==> src/rtl/uart_tx_fifo.sv <==
// UART transmitter with a small FIFO in front of the line.
// The producer pushes bytes through a valid/ready handshake.
// Frames are 8N1-style and sent LSB first, with STOP_BITS stop bits.
// While the FIFO holds data, frames go out back-to-back with no idle gap.
module uart_tx_fifo #(
    parameter int unsigned CLK_HZ       = 100_000_000,
    parameter int unsigned BIT_RATE     = 256000,
    parameter int unsigned PAYLOAD_BITS = 8,
    parameter int unsigned STOP_BITS    = 1,
    parameter int unsigned FIFO_DEPTH   = 4
) (
    input  logic                          clk,
    input  logic                          rst_n,
    input  logic [PAYLOAD_BITS-1:0]       tx_data,
    input  logic                          tx_valid,
    output logic                          tx_ready,
    output logic                          uart_txd,
    output logic                          tx_busy,
    output logic [$clog2(FIFO_DEPTH):0]   fifo_count
);

    localparam int unsigned CPB      = CLK_HZ / BIT_RATE;
    localparam int unsigned STOP_CYC = STOP_BITS * CPB;
    localparam int unsigned CYC_W    = (STOP_CYC > 1) ? $clog2(STOP_CYC) : 1;
    localparam int unsigned PTR_W    = $clog2(FIFO_DEPTH);
    localparam int unsigned CNT_W    = PTR_W + 1;
    localparam int unsigned BIT_W    = (PAYLOAD_BITS > 1) ? $clog2(PAYLOAD_BITS) : 1;

    // Reject parameter sets the datapath cannot handle.
    if (CPB < 2) begin : g_cpb_check
        $error("uart_tx_fifo: CLK_HZ / BIT_RATE must be at least 2");
    end
    if ((STOP_BITS != 1) && (STOP_BITS != 2)) begin : g_stop_check
        $error("uart_tx_fifo: STOP_BITS must be 1 or 2");
    end
    if ((FIFO_DEPTH < 2) || ((FIFO_DEPTH & (FIFO_DEPTH - 1)) != 0)) begin : g_depth_check
        $error("uart_tx_fifo: FIFO_DEPTH must be a power of two >= 2");
    end

    typedef enum logic [1:0] {
        S_IDLE  = 2'd0,
        S_START = 2'd1,
        S_DATA  = 2'd2,
        S_STOP  = 2'd3
    } state_t;

    // FSM / shifter state
    state_t                  state_q, state_d;
    logic [CYC_W-1:0]        cyc_q, cyc_d;
    logic [BIT_W-1:0]        bit_q, bit_d;
    logic [PAYLOAD_BITS-1:0] shreg_q, shreg_d;
    logic                    txd_q, txd_d;

    // FIFO state
    logic [PAYLOAD_BITS-1:0] mem [FIFO_DEPTH];
    logic [PTR_W-1:0]        wr_ptr_q, rd_ptr_q;
    logic [CNT_W-1:0]        count_q, count_d;
    logic                    ready_q, ready_d;
    logic                    busy_q, busy_d;
    logic                    push;
    logic                    pop;

    assign push = tx_valid && ready_q;

    // Next-state logic for the line FSM, including the FIFO pop decision.
    always_comb begin
        state_d = state_q;
        cyc_d   = cyc_q;
        bit_d   = bit_q;
        shreg_d = shreg_q;
        txd_d   = txd_q;
        pop     = 1'b0;

        case (state_q)
            S_IDLE: begin
                txd_d = 1'b1;
                if (count_q != '0) begin
                    pop     = 1'b1;
                    shreg_d = mem[rd_ptr_q];
                    txd_d   = 1'b0;
                    cyc_d   = '0;
                    bit_d   = '0;
                    state_d = S_START;
                end
            end

            S_START: begin
                if (cyc_q == CYC_W'(CPB - 1)) begin
                    cyc_d   = '0;
                    bit_d   = '0;
                    txd_d   = shreg_q[0];
                    shreg_d = shreg_q >> 1;
                    state_d = S_DATA;
                end else begin
                    cyc_d = cyc_q + CYC_W'(1);
                end
            end

            S_DATA: begin
                if (cyc_q == CYC_W'(CPB - 1)) begin
                    cyc_d = '0;
                    if (bit_q == BIT_W'(PAYLOAD_BITS - 1)) begin
                        txd_d   = 1'b1;
                        state_d = S_STOP;
                    end else begin
                        txd_d   = shreg_q[0];
                        shreg_d = shreg_q >> 1;
                        bit_d   = bit_q + BIT_W'(1);
                    end
                end else begin
                    cyc_d = cyc_q + CYC_W'(1);
                end
            end

            S_STOP: begin
                if (cyc_q == CYC_W'(STOP_CYC - 1)) begin
                    cyc_d = '0;
                    if (count_q != '0) begin
                        // Chain straight into the next start bit.
                        pop     = 1'b1;
                        shreg_d = mem[rd_ptr_q];
                        txd_d   = 1'b0;
                        bit_d   = '0;
                        state_d = S_START;
                    end else begin
                        txd_d   = 1'b1;
                        state_d = S_IDLE;
                    end
                end else begin
                    cyc_d = cyc_q + CYC_W'(1);
                end
            end

            default: begin
                txd_d   = 1'b1;
                cyc_d   = '0;
                bit_d   = '0;
                state_d = S_IDLE;
            end
        endcase
    end

    // Occupancy and registered status flags derived from next-cycle values.
    always_comb begin
        count_d = count_q;
        case ({push, pop})
            2'b10:   count_d = count_q + CNT_W'(1);
            2'b01:   count_d = count_q - CNT_W'(1);
            default: count_d = count_q;
        endcase
        ready_d = (count_d != CNT_W'(FIFO_DEPTH));
        busy_d  = (state_d != S_IDLE) || (count_d != '0);
    end

    // Line FSM and shifter registers.
    always_ff @(posedge clk or negedge rst_n) begin
        if (!rst_n) begin
            state_q <= S_IDLE;
            cyc_q   <= '0;
            bit_q   <= '0;
            shreg_q <= '0;
            txd_q   <= 1'b1;
        end else begin
            state_q <= state_d;
            cyc_q   <= cyc_d;
            bit_q   <= bit_d;
            shreg_q <= shreg_d;
            txd_q   <= txd_d;
        end
    end

    // FIFO pointers, count and status flags.
    always_ff @(posedge clk or negedge rst_n) begin
        if (!rst_n) begin
            wr_ptr_q <= '0;
            rd_ptr_q <= '0;
            count_q  <= '0;
            ready_q  <= 1'b1;
            busy_q   <= 1'b0;
        end else begin
            if (push) begin
                wr_ptr_q <= wr_ptr_q + PTR_W'(1);
            end
            if (pop) begin
                rd_ptr_q <= rd_ptr_q + PTR_W'(1);
            end
            count_q <= count_d;
            ready_q <= ready_d;
            busy_q  <= busy_d;
        end
    end

    // FIFO storage; contents need no reset.
    always_ff @(posedge clk) begin
        if (push) begin
            mem[wr_ptr_q] <= tx_data;
        end
    end

    assign uart_txd   = txd_q;
    assign tx_ready   = ready_q;
    assign tx_busy    = busy_q;
    assign fifo_count = count_q;

endmodule

==> config.mk <==
export PLATFORM = sky130hd
export DESIGN_NAME = uart_tx_fifo
export DESIGN_NICKNAME = d
export VERILOG_FILES = /design/src/rtl/uart_tx_fifo.sv
export SDC_FILE = /design/constraint.sdc
export NUM_CORES = 1
export LEC_CHECK = 0
export ABC_AREA = 1
export CAP_MARGIN = 20
export CORE_MARGIN = 2
export CORE_UTILIZATION = 50
export DETAILED_ROUTE_END_ITERATION = 8
export PLACE_DENSITY_LB_ADDON = 0.12
export SLEW_MARGIN = 25
export SYNTH_ARGS = -nofsm -noshare
export SYNTH_HDL_FRONTEND = slang
export SYNTH_SLANG_ARGS = --single-unit
==> constraint.sdc <==
create_clock -name clk -period 2.7 [get_ports clk]
set_input_delay 0.675 -clock clk [delete_from_list [all_inputs] [get_ports clk]]
set_output_delay 0.675 -clock clk [all_outputs]
set_load 0.05 [all_outputs]
==> results.ini <==
[sta]
final.hold.worst_slack_ps=487
timing.clock.skew_ps=9.30
slew_viol_final=0
timing.final.hold_violations=0
tightest_slew_ps=546
max_slew_margin_pct=63.5
setup_viol=0
min_period_ps=2490
maximum_frequency_from_static_timing_analysis_mhz=402
share_of_the_clock_period_used_by_the_worst_path_pct=92.2

[drt]
drt_first_pass_iters=4
detail-route-antenna-nets=0
wl_met1_um=2560
met2_wirelength_um=2430
topRoutingLayerUsed=met4
viasPerCell=5.05
met3_wire_length_um=284
routed_wl_um=5360
wl_per_cell_um=12.9
drc_errors=0
drt_first_iter_violations=106
vias=2100

[power_and_ir_drop]
power_report.internal_total_w=0.00168
sw_frac_of_total_pct=30.8
clockPowerShare_pct=30.1
power.leakage_nw=1.50
total_power_w=0.00242
sequentialPowerShare_pct=50.6
powerDensity_nw_per_um2=693
total_switching_power_w=0.000746
irDropWorstVdd_uv=567
combPwrFrac_pct=19.3

[clock_network]
cts_setup_buffers=0
tritoncts.num_buffers=9
htree_levels=3
ctsRootBufferMaster=sky130_fd_sc_hd__clkbuf_8
cts-hold-fix-buffers=0
max-clock-path-buffers=2
cts.reportedPaths.clkPinSlew_ps=70
clk_latency_ps=340
cts.repair.resized=0
tritoncts=built
clock_sinks=64

[floorplanning]
floorplan.initialDensity_pct=51.1
rows=28
die_area_um2=6660
design.core.area_um2=5890
pin_count=17
die_h_um=81.6
floorplan.die.width_um=81.6

[finish]
area_delta_synth_final_pct=16.1
drive_above_1_share_pct=13.2
layout.cells.most_common=sky130_fd_sc_hd__nand2_1
final_core_util_pct=59.4
antenna_cells=0
final_nets=361
most-common-layout-cells=sky130_fd_sc_hd__nand2_1, sky130_fd_sc_hd__nand3_1, sky130_fd_sc_hd__edfxtp_1

[yosys]
synth_largest_area_cell=sky130_fd_sc_hd__edfxtp_1
synth.yosys.warnings=0
synth_cells=305
ys_ff_latch=64
synth.cell_area_um2=3010
synth_area_per_cell_um2=9.87
synthDistinctLibCells=29
synthTopCellsByArea=sky130_fd_sc_hd__edfxtp_1, sky130_fd_sc_hd__dfrtp_1, sky130_fd_sc_hd__nand2_1, sky130_fd_sc_hd__ha_1, sky130_fd_sc_hd__nand3_1
synthDominantCellAreaShare_pct=31.9
ys_seq_area_share_pct=58.6
synthesis.nets=330

[setup_path]
ff2ff_setup_slack_ps=210
required_ps=2930
critical-path-top-delay-family=adder cells
worstPathBufferInverterCount=2
criticalPathCategory=reg2reg
crit_arrival_ps=2720
critical_path_max_stage_delay_ps=410
path_max_fanout=3
worst_path_most_repeated_cell=sky130_fd_sc_hd__nand2_1
crit_chain=inv_1 -> ha_1 -> nand2_1 -> nor2_2 -> nand2_4 -> o21ai_2 -> nand3_1 -> inv_1 -> ha_2 -> fa_1 -> mux2_2 -> nor2_2 -> nand2_1 -> nor2_1 -> nand2_1
regToRegStartpoint=cyc_q[1]
critPathCaptureType=flop
critical-path-slowest-cell=sky130_fd_sc_hd__fa_1
reg2reg_to=tx_busy
r2r_cells=15
setup.worst_path.start_class=flop

[hold_path]
hold_path_startpoint=bit_q[0]
holdCritPathClass=reg2reg
hold-path-cell-count=1
timing.hold.worst_endpoint=bit_q[0]

[grt]
wire_length_of_the_first_global_routing_pass_um=9280
grt_start_max_net_pins=33
all_layer_gr_usage_pct=19.2
first_global_vias=1966
global_route.overflow_total=0
grt_antenna_before_repair=0

[status]
run_status=finished, final reports clean

[placement]
count_of_buffers_inserted_at_the_top_level_ports=16
hpwlAfterDp_um=3690
globalplace.congestion=0.803

[run]
maxCapViolations=0

==> flip-flops by register name, indices dropped and copies added, names as in the netlist <==
| register | flops |
|---|---|
| bit_q | 3 |
| cyc_q | 9 |
| fifo_count | 3 |
| mem | 32 |
| rd_ptr_q | 2 |
| shreg_q | 8 |
| state_q | 2 |
| tx_busy | 1 |
| tx_ready | 1 |
| uart_txd | 1 |
| wr_ptr_q | 2 |
==> synthesized netlist by cell type <==
| cell | instances |
|---|---|
| sky130_fd_sc_hd__inv_2 | 4 |
| sky130_fd_sc_hd__xnor2_1 | 3 |
| sky130_fd_sc_hd__o22ai_1 | 4 |
| sky130_fd_sc_hd__nand2_2 | 1 |
| sky130_fd_sc_hd__o211ai_1 | 1 |
| sky130_fd_sc_hd__buf_2 | 3 |
| sky130_fd_sc_hd__nor2_1 | 22 |
| sky130_fd_sc_hd__ha_1 | 13 |
| sky130_fd_sc_hd__mux2_2 | 1 |
| sky130_fd_sc_hd__clkinv_1 | 1 |
| sky130_fd_sc_hd__xor2_1 | 5 |
| sky130_fd_sc_hd__o21ai_0 | 14 |
| sky130_fd_sc_hd__buf_6 | 1 |
| sky130_fd_sc_hd__dfrtp_1 | 30 |
| sky130_fd_sc_hd__nor2_4 | 1 |
| sky130_fd_sc_hd__fa_1 | 1 |
| sky130_fd_sc_hd__a21oi_1 | 6 |
| sky130_fd_sc_hd__nand2_1 | 75 |
| sky130_fd_sc_hd__nand3_1 | 32 |
| sky130_fd_sc_hd__nor2_2 | 2 |
| sky130_fd_sc_hd__nor3_1 | 1 |
| sky130_fd_sc_hd__nand4_1 | 2 |
| sky130_fd_sc_hd__nor2_8 | 1 |
| sky130_fd_sc_hd__edfxtp_1 | 32 |
| sky130_fd_sc_hd__clkbuf_1 | 2 |
| sky130_fd_sc_hd__inv_1 | 31 |
| sky130_fd_sc_hd__nand2_4 | 3 |
| sky130_fd_sc_hd__o21ai_1 | 11 |
| sky130_fd_sc_hd__dfstp_2 | 2 |
==> final cells by class <==
type / count / area, um2
inverters: 36 / 135
clock buffers: 9 / 124
repair buffers: 26 / 235
multi-input cells: 199 / 1090
fillers: 496 / 2390
clock inverters: 7 / 55.1
well taps: 75 / 93.8
flip-flops and latches: 64 / 1760
==> metrics by stage <==
step	cells	setup slack [ps]	area, um2	TNS (ps)
2_1_floorplan	305	64.9	3010	0
3_3_place_gp	400	133	3310	0
3_5_place_dp	400	84.8	3310	0
4_1_cts	416	65.0	3480	0
5_1_grt	416	-2.37	3500	-2.37
6_report	416	212	3500	0
==> power by group through the flow <==
stage          clock (W)  sequential (W)  combinational, W
6_report        0.000729         0.00123          0.000468
5_1_grt         0.000793         0.00124          0.000529
4_1_cts         0.000744         0.00123          0.000473
3_5_place_dp           0         0.00125          0.000470
3_3_place_gp           0         0.00124          0.000462
2_1_floorplan          0         0.00133          0.000209
==> how the worst max path moves through the flow <==
stage / from / end / slack [ps] / cells past startpoint
detailed placement: tx_valid / tx_busy / 80 / 9
finish: cyc_q[1] / tx_busy / 210 / 15
global placement: tx_valid / tx_busy / 130 / 9
floorplan: fifo_count[0] / tx_busy / 60 / 13
global route: cyc_q[1] / tx_busy / -2 / 15
CTS: cyc_q[1] / tx_busy / 70 / 15
==> layer usage <==
layer,vias up,global-route usage [%]
met5,-,0
met2,44,27.5
met3,9,6.15
li1,1067,-
met1,980,26.5
met4,0,9.00
==> logic make-up after synthesis <==
logic type,count (synthesis),share of synthesized area [%]
xor+xnor,8,2.33
mux,1,0.374
compound gates,36,6.23
buf+inv,42,5.61
simple gates,140,20.8
flops,64,58.6
fa+ha+maj,14,6.07
(Power assumes the default switching activity.)
